**config.mk**
```make
export PLATFORM = sky130hd
export DESIGN_NAME = retire_trace_streamer
export DESIGN_NICKNAME = d
export VERILOG_FILES = /design/src/rtl/riscv_pkg.sv /design/src/rtl/trace_fifo.sv /design/src/rtl/retire_trace_streamer.sv
export SDC_FILE = /design/constraint.sdc
export NUM_CORES = 1
export LEC_CHECK = 0
export ABC_CLOCK_PERIOD_IN_PS = 43800
export BUFFER_PORTS_ARGS = -buffer_cell sky130_fd_sc_hd__buf_2
export CAP_MARGIN = 20
export CORE_MARGIN = 2
export CORE_UTILIZATION = 35
export DETAILED_ROUTE_END_ITERATION = 10
export SLEW_MARGIN = 30
export SYNTH_ARGS = -nofsm -noshare
export SYNTH_HDL_FRONTEND = slang
export SYNTH_SLANG_ARGS = --single-unit
```
**constraint.sdc**
```tcl
create_clock -name clk_i -period 43.8 [get_ports clk_i]
set_input_delay 8.76 -clock clk_i [delete_from_list [all_inputs] [get_ports clk_i]]
set_output_delay 8.76 -clock clk_i [all_outputs]
set_load 0.005 [all_outputs]
```
**src/rtl/riscv_pkg.sv**
```systemverilog
// Shared core-side types: retire trace record layout, sync byte and serialiser states.
package riscv_pkg;

  localparam logic [7:0] TRACE_SYNC = 8'hA5;

  typedef struct packed {
    logic [31:0] pc;
    logic [31:0] instr;
    logic [4:0]  reg_addr;
    logic [31:0] reg_data;
    logic [31:0] mem_addr;
    logic [31:0] mem_data;
    logic        mem_wrt;
    logic [7:0]  seq;
    logic        lost;
  } trace_rec_t;

  typedef enum logic [2:0] {
    IDLE,
    HDR,
    PC,
    INSTR,
    RDATA,
    MADDR,
    MDATA
  } trace_state_e;

  // Header: sync byte, sequence number, rd, store flag, loss tag, zero pad.
  function automatic logic [31:0] trace_header(input trace_rec_t rec);
    return {TRACE_SYNC, rec.seq, rec.reg_addr, rec.mem_wrt, rec.lost, 9'd0};
  endfunction

endpackage

```
**src/rtl/trace_fifo.sv**
```systemverilog
// Synchronous record FIFO; a push into a full FIFO is accepted when a pop happens on the same edge.
module trace_fifo
  import riscv_pkg::*;
#(
  parameter int DEPTH = 8
) (
  input  logic                     clk,
  input  logic                     reset,
  input  logic                     push,
  input  trace_rec_t               push_data,
  input  logic                     pop,
  output trace_rec_t               pop_data,
  output logic                     full,
  output logic                     empty,
  output logic [$clog2(DEPTH):0]   count
);

  localparam int PTR_W = $clog2(DEPTH);

  trace_rec_t       mem [DEPTH];
  logic [PTR_W-1:0] wr_ptr;
  logic [PTR_W-1:0] rd_ptr;
  logic [PTR_W:0]   count_q;
  logic             do_push;
  logic             do_pop;

  assign full     = (count_q == (PTR_W+1)'(DEPTH));
  assign empty    = (count_q == '0);
  assign count    = count_q;
  assign pop_data = mem[rd_ptr];
  assign do_pop   = pop && !empty;
  assign do_push  = push && (!full || do_pop);

  always_ff @(posedge clk) begin
    if (do_push) begin
      mem[wr_ptr] <= push_data;
    end
  end

  // Pointers wrap naturally because DEPTH is a power of two; the count disambiguates full from empty.
  always_ff @(posedge clk) begin
    if (reset) begin
      wr_ptr  <= '0;
      rd_ptr  <= '0;
      count_q <= '0;
    end else begin
      if (do_push) wr_ptr <= wr_ptr + 1'b1;
      if (do_pop)  rd_ptr <= rd_ptr + 1'b1;
      case ({do_push, do_pop})
        2'b10:   count_q <= count_q + 1'b1;
        2'b01:   count_q <= count_q - 1'b1;
        default: count_q <= count_q;
      endcase
    end
  end

endmodule

```
**src/rtl/retire_trace_streamer.sv**
```systemverilog
// Buffers core retire records and serialises each into 4 or 6 words on a valid/ready stream.
module retire_trace_streamer
  import riscv_pkg::*;
#(
  parameter int XLEN  = 32,
  parameter int DEPTH = 8,
  parameter int CNT_W = 16
) (
  input  logic                   clk_i,
  input  logic                   rst_i,
  input  logic                   update_i,
  input  logic [XLEN-1:0]        pc_i,
  input  logic [XLEN-1:0]        instr_i,
  input  logic [4:0]             reg_addr_i,
  input  logic [XLEN-1:0]        reg_data_i,
  input  logic [XLEN-1:0]        mem_addr_i,
  input  logic [XLEN-1:0]        mem_data_i,
  input  logic                   mem_wrt_i,
  output logic                   m_valid_o,
  input  logic                   m_ready_i,
  output logic [31:0]            m_data_o,
  output logic                   m_last_o,
  output logic [$clog2(DEPTH):0] fifo_level_o,
  output logic [CNT_W-1:0]       drop_cnt_o
);

  trace_state_e state;
  trace_state_e nxt_state;
  trace_rec_t   rec;
  trace_rec_t   push_rec;
  trace_rec_t   head_rec;
  logic [7:0]   seq_q;
  logic         lost_q;
  logic         fifo_full;
  logic         fifo_empty;
  logic         fire;
  logic         last_fire;
  logic         pop;
  logic         drop;

  function automatic trace_state_e next_state(input trace_state_e s, input logic wrt);
    case (s)
      HDR:     return PC;
      PC:      return INSTR;
      INSTR:   return RDATA;
      RDATA:   return wrt ? MADDR : IDLE;
      MADDR:   return MDATA;
      default: return IDLE;
    endcase
  endfunction

  function automatic logic [31:0] word_of(input trace_state_e s, input trace_rec_t r);
    case (s)
      HDR:     return trace_header(r);
      PC:      return r.pc;
      INSTR:   return r.instr;
      RDATA:   return r.reg_data;
      MADDR:   return r.mem_addr;
      MDATA:   return r.mem_data;
      default: return 32'd0;
    endcase
  endfunction

  function automatic logic is_last(input trace_state_e s, input logic wrt);
    return (s == RDATA && !wrt) || (s == MDATA);
  endfunction

  assign fire      = m_valid_o && m_ready_i;
  assign last_fire = fire && m_last_o;
  assign pop       = !fifo_empty && (state == IDLE || last_fire);
  assign drop      = update_i && fifo_full && !pop;
  assign nxt_state = next_state(state, rec.mem_wrt);

  always_comb begin
    push_rec          = '0;
    push_rec.pc       = pc_i;
    push_rec.instr    = instr_i;
    push_rec.reg_addr = reg_addr_i;
    push_rec.reg_data = reg_data_i;
    push_rec.mem_addr = mem_addr_i;
    push_rec.mem_data = mem_data_i;
    push_rec.mem_wrt  = mem_wrt_i;
    push_rec.seq      = seq_q;
    push_rec.lost     = lost_q;
  end

  trace_fifo #(.DEPTH(DEPTH)) u_fifo (
    .clk       (clk_i),
    .reset     (rst_i),
    .push      (update_i),
    .push_data (push_rec),
    .pop       (pop),
    .pop_data  (head_rec),
    .full      (fifo_full),
    .empty     (fifo_empty),
    .count     (fifo_level_o)
  );

  // seq counts every retire, dropped or not, so the host can see gaps.
  always_ff @(posedge clk_i) begin
    if (rst_i) begin
      seq_q      <= '0;
      lost_q     <= 1'b0;
      drop_cnt_o <= '0;
    end else if (update_i) begin
      seq_q <= seq_q + 8'd1;
      if (drop) begin
        lost_q <= 1'b1;
        if (drop_cnt_o != '1) drop_cnt_o <= drop_cnt_o + 1'b1;
      end else begin
        lost_q <= 1'b0;
      end
    end
  end

  // Outputs are registered alongside the state so the word on the bus is stable until handshaken.
  always_ff @(posedge clk_i) begin
    if (rst_i) begin
      state     <= IDLE;
      rec       <= '0;
      m_valid_o <= 1'b0;
      m_data_o  <= '0;
      m_last_o  <= 1'b0;
    end else if (pop) begin
      state     <= HDR;
      rec       <= head_rec;
      m_valid_o <= 1'b1;
      m_data_o  <= trace_header(head_rec);
      m_last_o  <= 1'b0;
    end else if (last_fire) begin
      state     <= IDLE;
      m_valid_o <= 1'b0;
      m_data_o  <= '0;
      m_last_o  <= 1'b0;
    end else if (fire) begin
      state    <= nxt_state;
      m_data_o <= word_of(nxt_state, rec);
      m_last_o <= is_last(nxt_state, rec.mem_wrt);
    end
  end

endmodule
```
=== Word-level counts from Yosys, hierarchy flattened ===
Memories as Yosys holds them, arrays and structs flattened. A register that Yosys moved wholly into a read port is not among the register bits.
Index checks and enable logic that the tools add are counted.
Widths: inputs -> output; s select.

* Memories: 1
* Bits of input ports: 170
* Register bits after elaboration: 247
* Output and inout port bits: 54
* RAM bits: 1400
* Logic and storage cells: 82

* Reduce and logical (&&, ||, !) cells: 22
* Mux-type cells: 17
* $add $sub $neg: 6
* Eq/ne operators: 15

{| class="wikitable"
|+ Memory list
! memory !! depth !! width !! read ports !! clocked after memory_dff !! wr ports !! line !! source
|-
| u_fifo.mem || 8 || 175 || 1 || 1 || 1 || trace_fifo.sv:20 || <nowiki>trace_rec_t mem [DEPTH];</nowiki>
|}

{| class="wikitable"
|+ Operators by type and width
! operator !! number
|-
| $pmux 32 s6 || 1
|-
| $mux 32 || 3
|-
| $add 16x1->16 const B || 1
|-
| $ne 16x16->1 const B || 1
|-
| $eq 3x3->1 const B || 5
|-
| $pmux 3 s5 || 1
|-
| $eq 3x2->1 const B || 4
|-
| $mux 3 || 3
|-
| $add 8x1->8 const B || 1
|-
| $logic_and 1x1->1 || 8
|-
| $mux 1 || 8
|-
| $pmux 4 s2 || 1
|-
| $add 3x1->3 const B || 2
|-
| $eq 3x1->1 const B || 2
|-
| $add 4x1->4 const B || 1
|-
| $eq 4x4->1 const B || 1
|-
| $logic_not 1->1 || 4
|-
| $logic_not 4->1 || 1
|-
| $reduce_bool 2->1 || 2
|-
| $sub 4x1->4 const B || 1
|-
| $logic_not 3->1 || 1
|-
| $logic_or 1x1->1 || 3
|-
| $reduce_and 3->1 || 1
|-
| $reduce_bool 3->1 || 1
|-
| other kinds (3) || 3
|}

=== Logic depth before layout (Yosys ltp) ===
* Word-level depth: 9
* Depth in mapped cells: 14
* Gate-level depth less buffers: 10

=== Cells and area by module ===
A second synthesis with hierarchy kept.

* Cell total of the unflattened synthesis: 3259
* Area total of the unflattened synthesis: 62513.7 um^2

{| class="wikitable"
|+ By module, submodules not included
! module !! times used !! seq. area each (um^2) !! cells an instance !! area an instance (um^2)
|-
| trace_fifo || 1 || 42300.6 || 2105 || 53238.6
|-
| retire_trace_streamer || 1 || 4464.3 || 1154 || 9275.1
|}

=== Worst setup path before layout ===
Ideal clock, no wire load.

* Kind: input to register
* From: input port update_i
* To: memory u_fifo.mem[0][0] (netlist name), enable pin
* Data arrival time: 21.356 ns
* Slack: 21.520 ns
* Path buffers: 1
* Stages on the path: 5
* Library setup time: 0.924 ns
* Data required time: 42.876 ns
* Path through: clkbuf_1 -> inv_1 -> a31oi_1 -> nand2b_1 -> nor3_1

* Word-level cells in the longest chain between the ends: 3

{| class="wikitable"
|+ Ends and longest elaborated chain
! item !! line !! source
|-
| start, declared || retire_trace_streamer.sv:11 || <nowiki>input logic update_i,</nowiki>
|-
| $logic_and 1x1->1 || trace_fifo.sv:32 || <nowiki>assign do_push = push && (!full || do_pop);</nowiki>
|-
| $mux 1 || trace_fifo.sv:35 || <nowiki>if (do_push) begin</nowiki>
|-
| $mux 1 (not written as such) || trace_fifo.sv:36 || <nowiki>mem[wr_ptr] <= push_data;</nowiki>
|-
| end, declared || trace_fifo.sv:20 ||
|}

Every way passes these cells.

=== Final worst setup path ===
* From: input port update_i
* To: memory u_fifo.mem[2][55] (netlist name), enable pin

The elaborated chain is that of the path after synthesis.

==> metrics.txt <==
# TYPE chip_impl_metric gauge
chip_impl_info{name="synth_common_cells",value="1400 x sky130_fd_sc_hd__edfxtp_1, 342 x sky130_fd_sc_hd__mux4_2, 236 x sky130_fd_sc_hd__dfxtp_1"} 1
chip_impl_metric{name="routed_wl",unit="µm"} 151500
chip_impl_metric{name="intPower",unit="mW"} 2.915
chip_impl_metric{name="antenna_violating_nets_post_route",unit=""} 0
chip_impl_metric{name="syn_avg_cell_area",unit="µm²"} 19.87
chip_impl_metric{name="portBuffers",unit=""} 223
chip_impl_metric{name="synth_top_area_share",unit="%"} 67.57
chip_impl_info{name="grt_setup_unrepaired",value="no"} 1
chip_impl_metric{name="p_r_area_growth_vs_syn",unit="%"} 14.45
chip_impl_metric{name="synth-edff-count",unit=""} 1400
chip_impl_metric{name="proportion_of_synthesized_chip_area_in_sequential_cells",unit="%"} 75.16
chip_impl_metric{name="vias_per_cell",unit=""} 5.190
chip_impl_metric{name="fin_ws",unit="ns"} 31.80
chip_impl_metric{name="p_sw",unit="mW"} 1.148
chip_impl_metric{name="vdd_ir_drop_max",unit="V"} 0.00005989
chip_impl_metric{name="first_pass_iters",unit=""} 8
chip_impl_metric{name="placer_congestion_estimate",unit=""} 0.7908
chip_impl_metric{name="cts.repair.resized",unit=""} 0
chip_impl_metric{name="wl_per_instance",unit="µm"} 25.82
chip_impl_metric{name="cts.clk_slew.worst_paths",unit="ns"} 0.06
chip_impl_metric{name="worst_pin_slew",unit="ns"} 1.012
chip_impl_metric{name="die_h",unit="µm"} 425.6
chip_impl_info{name="post-synth-top-count-cell",value="sky130_fd_sc_hd__edfxtp_1"} 1
chip_impl_metric{name="maxSlewViolCount",unit=""} 0
chip_impl_info{name="synth.area.top_cells",value="sky130_fd_sc_hd__edfxtp_1 68%, sky130_fd_sc_hd__mux4_2 12%, sky130_fd_sc_hd__dfxtp_1 7.6%, sky130_fd_sc_hd__mux2i_1 3.0%, sky130_fd_sc_hd__a211oi_1 1.8%"} 1
chip_impl_metric{name="cp_max_fo",unit=""} 54
chip_impl_metric{name="cts-htree-levels",unit=""} 4
chip_impl_metric{name="synth_simple_gate_area_share",unit="%"} 2.303
chip_impl_metric{name="synth_area_in_compound_gates",unit="%"} 4.199
chip_impl_metric{name="critical_path_arrival",unit="ns"} 12.40
chip_impl_metric{name="die-width",unit="µm"} 425.6
chip_impl_metric{name="yosysWarningCount",unit=""} 0
chip_impl_info{name="cts_tree",value="done"} 1
chip_impl_metric{name="row_count",unit=""} 154
chip_impl_metric{name="floorplan.io_pins",unit=""} 224
chip_impl_metric{name="post_synth_inst_count",unit=""} 3132
chip_impl_metric{name="pre_cts_ws",unit="ns"} 30.97
chip_impl_metric{name="cts.path.max_buffers",unit=""} 3
chip_impl_metric{name="initial_core_util",unit="%"} 35.29
chip_impl_metric{name="grt_start_max_net_pins",unit=""} 195
chip_impl_info{name="largest_family_of_logic_cells_by_synthesized_area",value="multiplexers"} 1
chip_impl_metric{name="post_synthesis_mux_area_share",unit="%"} 16.01
chip_impl_info{name="dominantRegCellSynth",value="sky130_fd_sc_hd__edfxtp_1"} 1
chip_impl_metric{name="final_period_minus_worst_setup_slack",unit="ns"} 12.00
chip_impl_metric{name="rrSetupSlack",unit="ns"} 39.16
chip_impl_info{name="worst_hold_path_type",value="reg -> reg"} 1
chip_impl_metric{name="synth-adder-area-share",unit="%"} 0.1729
chip_impl_metric{name="net_count_of_the_mapped_netlist",unit=""} 3310
chip_impl_metric{name="post_synth_xor_area_fraction",unit="%"} 0.3378
chip_impl_metric{name="overflow",unit=""} 0
chip_impl_metric{name="clock_sink_count",unit=""} 1636
chip_impl_metric{name="power_density",unit="nW/µm²"} 57.06
chip_impl_metric{name="synth-seq-cells",unit=""} 1636
chip_impl_info{name="reg2reg_from",value="m_last_o"} 1
chip_impl_metric{name="groute.usage.overall",unit="%"} 16.58
chip_impl_metric{name="syn_area",unit="µm²"} 62220
chip_impl_metric{name="antenna_found_initial",unit=""} 69
chip_impl_metric{name="sequentialPowerShare",unit="%"} 46.0
chip_impl_info{name="run_status",value="finished clean"} 1
chip_impl_metric{name="grt_first_pass_wirelength",unit="µm"} 218400
chip_impl_metric{name="setup_viol",unit=""} 0
chip_impl_metric{name="count_of_nets_after_finishing",unit=""} 3556
chip_impl_metric{name="fin_worst_skew",unit="ns"} 0.03569
chip_impl_metric{name="fmax",unit="MHz"} 83.37
chip_impl_metric{name="setup-tns-final",unit="ns"} 0
chip_impl_info{name="cp-end-kind",value="register"} 1
chip_impl_info{name="root_buffer",value="sky130_fd_sc_hd__clkbuf_16"} 1
chip_impl_info{name="start_kind",value="input port"} 1
chip_impl_metric{name="place_hpwl",unit="µm"} 90000
chip_impl_info{name="critical_path.reg2reg.endpoint",value="u_fifo.mem[2][55]"} 1
chip_impl_metric{name="drt_first_iter_violations",unit=""} 2539
chip_impl_metric{name="cts_hold_repair.buffers",unit=""} 0
chip_impl_info{name="timing.hold.worst.start",value="u_fifo.rd_ptr[1]"} 1
chip_impl_info{name="criticalPathCategory",value="in -> reg"} 1
chip_impl_metric{name="postSynth.asyncResetShare",unit="%"} 0
chip_impl_metric{name="vias",unit=""} 30452
chip_impl_metric{name="slew_headroom",unit="%"} 32.56
chip_impl_metric{name="timing.final.hold_violations",unit=""} 0
chip_impl_metric{name="power.switching_fraction",unit="%"} 28.26
chip_impl_metric{name="remaining_drc_errors",unit=""} 0
chip_impl_metric{name="core_area",unit="µm²"} 176300
chip_impl_metric{name="yosysUniqueCellTypes",unit=""} 58
chip_impl_metric{name="drive_above_1_share",unit="%"} 26.54
chip_impl_metric{name="grt_pass1_vias",unit=""} 30142
chip_impl_info{name="synth_area_leader_cell",value="sky130_fd_sc_hd__edfxtp_1"} 1
chip_impl_metric{name="total_clock_buffers_created_by_cts",unit=""} 166
chip_impl_metric{name="design.die.area",unit="µm²"} 181200
chip_impl_metric{name="cap_viol_max_count",unit=""} 0
chip_impl_metric{name="clock_insertion_delay_worst_skew",unit="ns"} 0.82
chip_impl_metric{name="final_cycle_share",unit="%"} 27.39
chip_impl_metric{name="min_path_cells",unit=""} 2
chip_impl_metric{name="reg2regPathDepth",unit=""} 6
chip_impl_metric{name="post_cts.repair.setup_buffers",unit=""} 0
chip_impl_metric{name="standby_leakage_power",unit="nW"} 21.98
chip_impl_metric{name="power.combinational.fraction",unit="%"} 20.2
chip_impl_metric{name="cp_data_required_time",unit="ns"} 44.20
chip_impl_metric{name="clock_power_share",unit="%"} 33.7
==> layout by cell type (no fill, tap or decap), types with 6 or more instances in the layout <==
master                         n
sky130_fd_sc_hd__edfxtp_1   1400
sky130_fd_sc_hd__mux4_2      342
sky130_fd_sc_hd__dfxtp_1     231
sky130_fd_sc_hd__buf_2       222
sky130_fd_sc_hd__nor2_1      216
sky130_fd_sc_hd__mux2i_1     186
sky130_fd_sc_hd__clkbuf_16   169
sky130_fd_sc_hd__a211oi_1    153
sky130_fd_sc_hd__nand2_1      59
sky130_fd_sc_hd__a22oi_1      57
sky130_fd_sc_hd__clkbuf_1     44
sky130_fd_sc_hd__buf_4        44
sky130_fd_sc_hd__mux2_2       35
sky130_fd_sc_hd__a21oi_1      35
sky130_fd_sc_hd__clkinv_1     32
sky130_fd_sc_hd__clkinv_2     30
sky130_fd_sc_hd__a211oi_2     18
sky130_fd_sc_hd__o21ai_0      17
sky130_fd_sc_hd__xnor2_1      16
sky130_fd_sc_hd__o22ai_1      14
sky130_fd_sc_hd__inv_1        11
sky130_fd_sc_hd__nand3_1      11
sky130_fd_sc_hd__clkbuf_8      9
sky130_fd_sc_hd__diode_2       8
sky130_fd_sc_hd__xor2_1        8
sky130_fd_sc_hd__nor3_1        8
sky130_fd_sc_hd__bufinv_16     8
sky130_fd_sc_hd__nand4_1       7
sky130_fd_sc_hd__ha_1          7
sky130_fd_sc_hd__nor2_4        6
sky130_fd_sc_hd__a2111oi_0     6
sky130_fd_sc_hd__a221oi_1      6
sky130_fd_sc_hd__a21boi_1      6
sky130_fd_sc_hd__buf_16        6
==> through the flow <==
stage	total power [mW]	hold WS (ns)	std cells	area, µm²	utilization (%)
6_report	4.063	0.4806	5867	71210	40.39
5_1_grt	4.235	0.4947	5863	71200	40.38
4_1_cts	4.104	0.4785	5855	71070	40.31
3_5_place_dp	2.734	0.4692	5546	65790	37.32
3_3_place_gp	2.722	0.4644	5544	65730	37.28
2_1_floorplan	2.506	0.4527	3132	62220	-
==> cells by family (layout without fill, tap and decap cells) <==
family                   after synthesis  count (layout)
multiplexers                         563             563
buffers and inverters                215             602
AND/OR/NAND/NOR                      339             339
XOR/XNOR                              24              24
adder cells (fa/ha/maj)                8               8
other                                  0               8
flip-flops                          1636            1636
AO/OA/AOI/OAI                        347             347
==> flip-flops by register name, summed over array words and instances (netlist names), named ones only <==
register and flops:
state 3, drop_cnt_o 16, u_fifo.wr_ptr 3, m_last_o 1, u_fifo.count 4, u_fifo.mem 1400
seq_q 8, rec 161, m_data_o 32, lost_q 1, u_fifo.rd_ptr 3, m_valid_o 1
==> routing by layer <==
| metal | part of all wire, % | global-route usage, % |
|---|---|---|
| met5 | 0.14 | 0 |
| met2 | 50 | 27.58 |
| met1 | 42 | 21.86 |
| met3 | 5.0 | 3.176 |
| met4 | 3.2 | 5.420 |
==> final cells by class <==
cell class / count / area, µm²
fillers: 15597 / 105100
repair buffers: 281 / 1755
clock buffers: 222 / 4518
inverters: 12 / 57.56
diodes: 8 / 20.02
clock inverters: 87 / 762.0
flip-flops and latches: 1636 / 46780
well taps: 2340 / 2928
multi-input cells: 1281 / 14390
==> worst max-delay path: stages <==
cell and delay [ns]:
sky130_fd_sc_hd__buf_2 0.28, sky130_fd_sc_hd__inv_1 0.09, sky130_fd_sc_hd__a31oi_1 0.37, sky130_fd_sc_hd__nand2b_1 0.35, sky130_fd_sc_hd__nor2_4 0.66, sky130_fd_sc_hd__buf_4 0.84
sky130_fd_sc_hd__buf_4 0.87
==> how the worst max path moves through the flow <==
stage / start / endpoint / slack [ns] / cells past startpoint
after floorplan: update_i / u_fifo.mem[0][0] / 21.52 / 5
after global placement: update_i / u_fifo.mem[2][68] / 31.01 / 7
after detailed placement: update_i / u_fifo.mem[2][123] / 30.97 / 7
after CTS: update_i / u_fifo.mem[2][55] / 31.83 / 7
after global routing: update_i / u_fifo.mem[2][69] / 31.54 / 7
final: update_i / u_fifo.mem[2][55] / 31.80 / 7
==> power by group through the flow <==
stage	sequential, mW	combinational [mW]	clock, mW
after floorplan	1.87	0.635	0
after global placement	1.90	0.821	0
after detailed placement	1.90	0.831	0
after CTS	1.87	0.833	1.40
after global routing	1.88	0.896	1.46
final	1.87	0.822	1.37
Note: power is estimated with default switching activity, not from simulation.
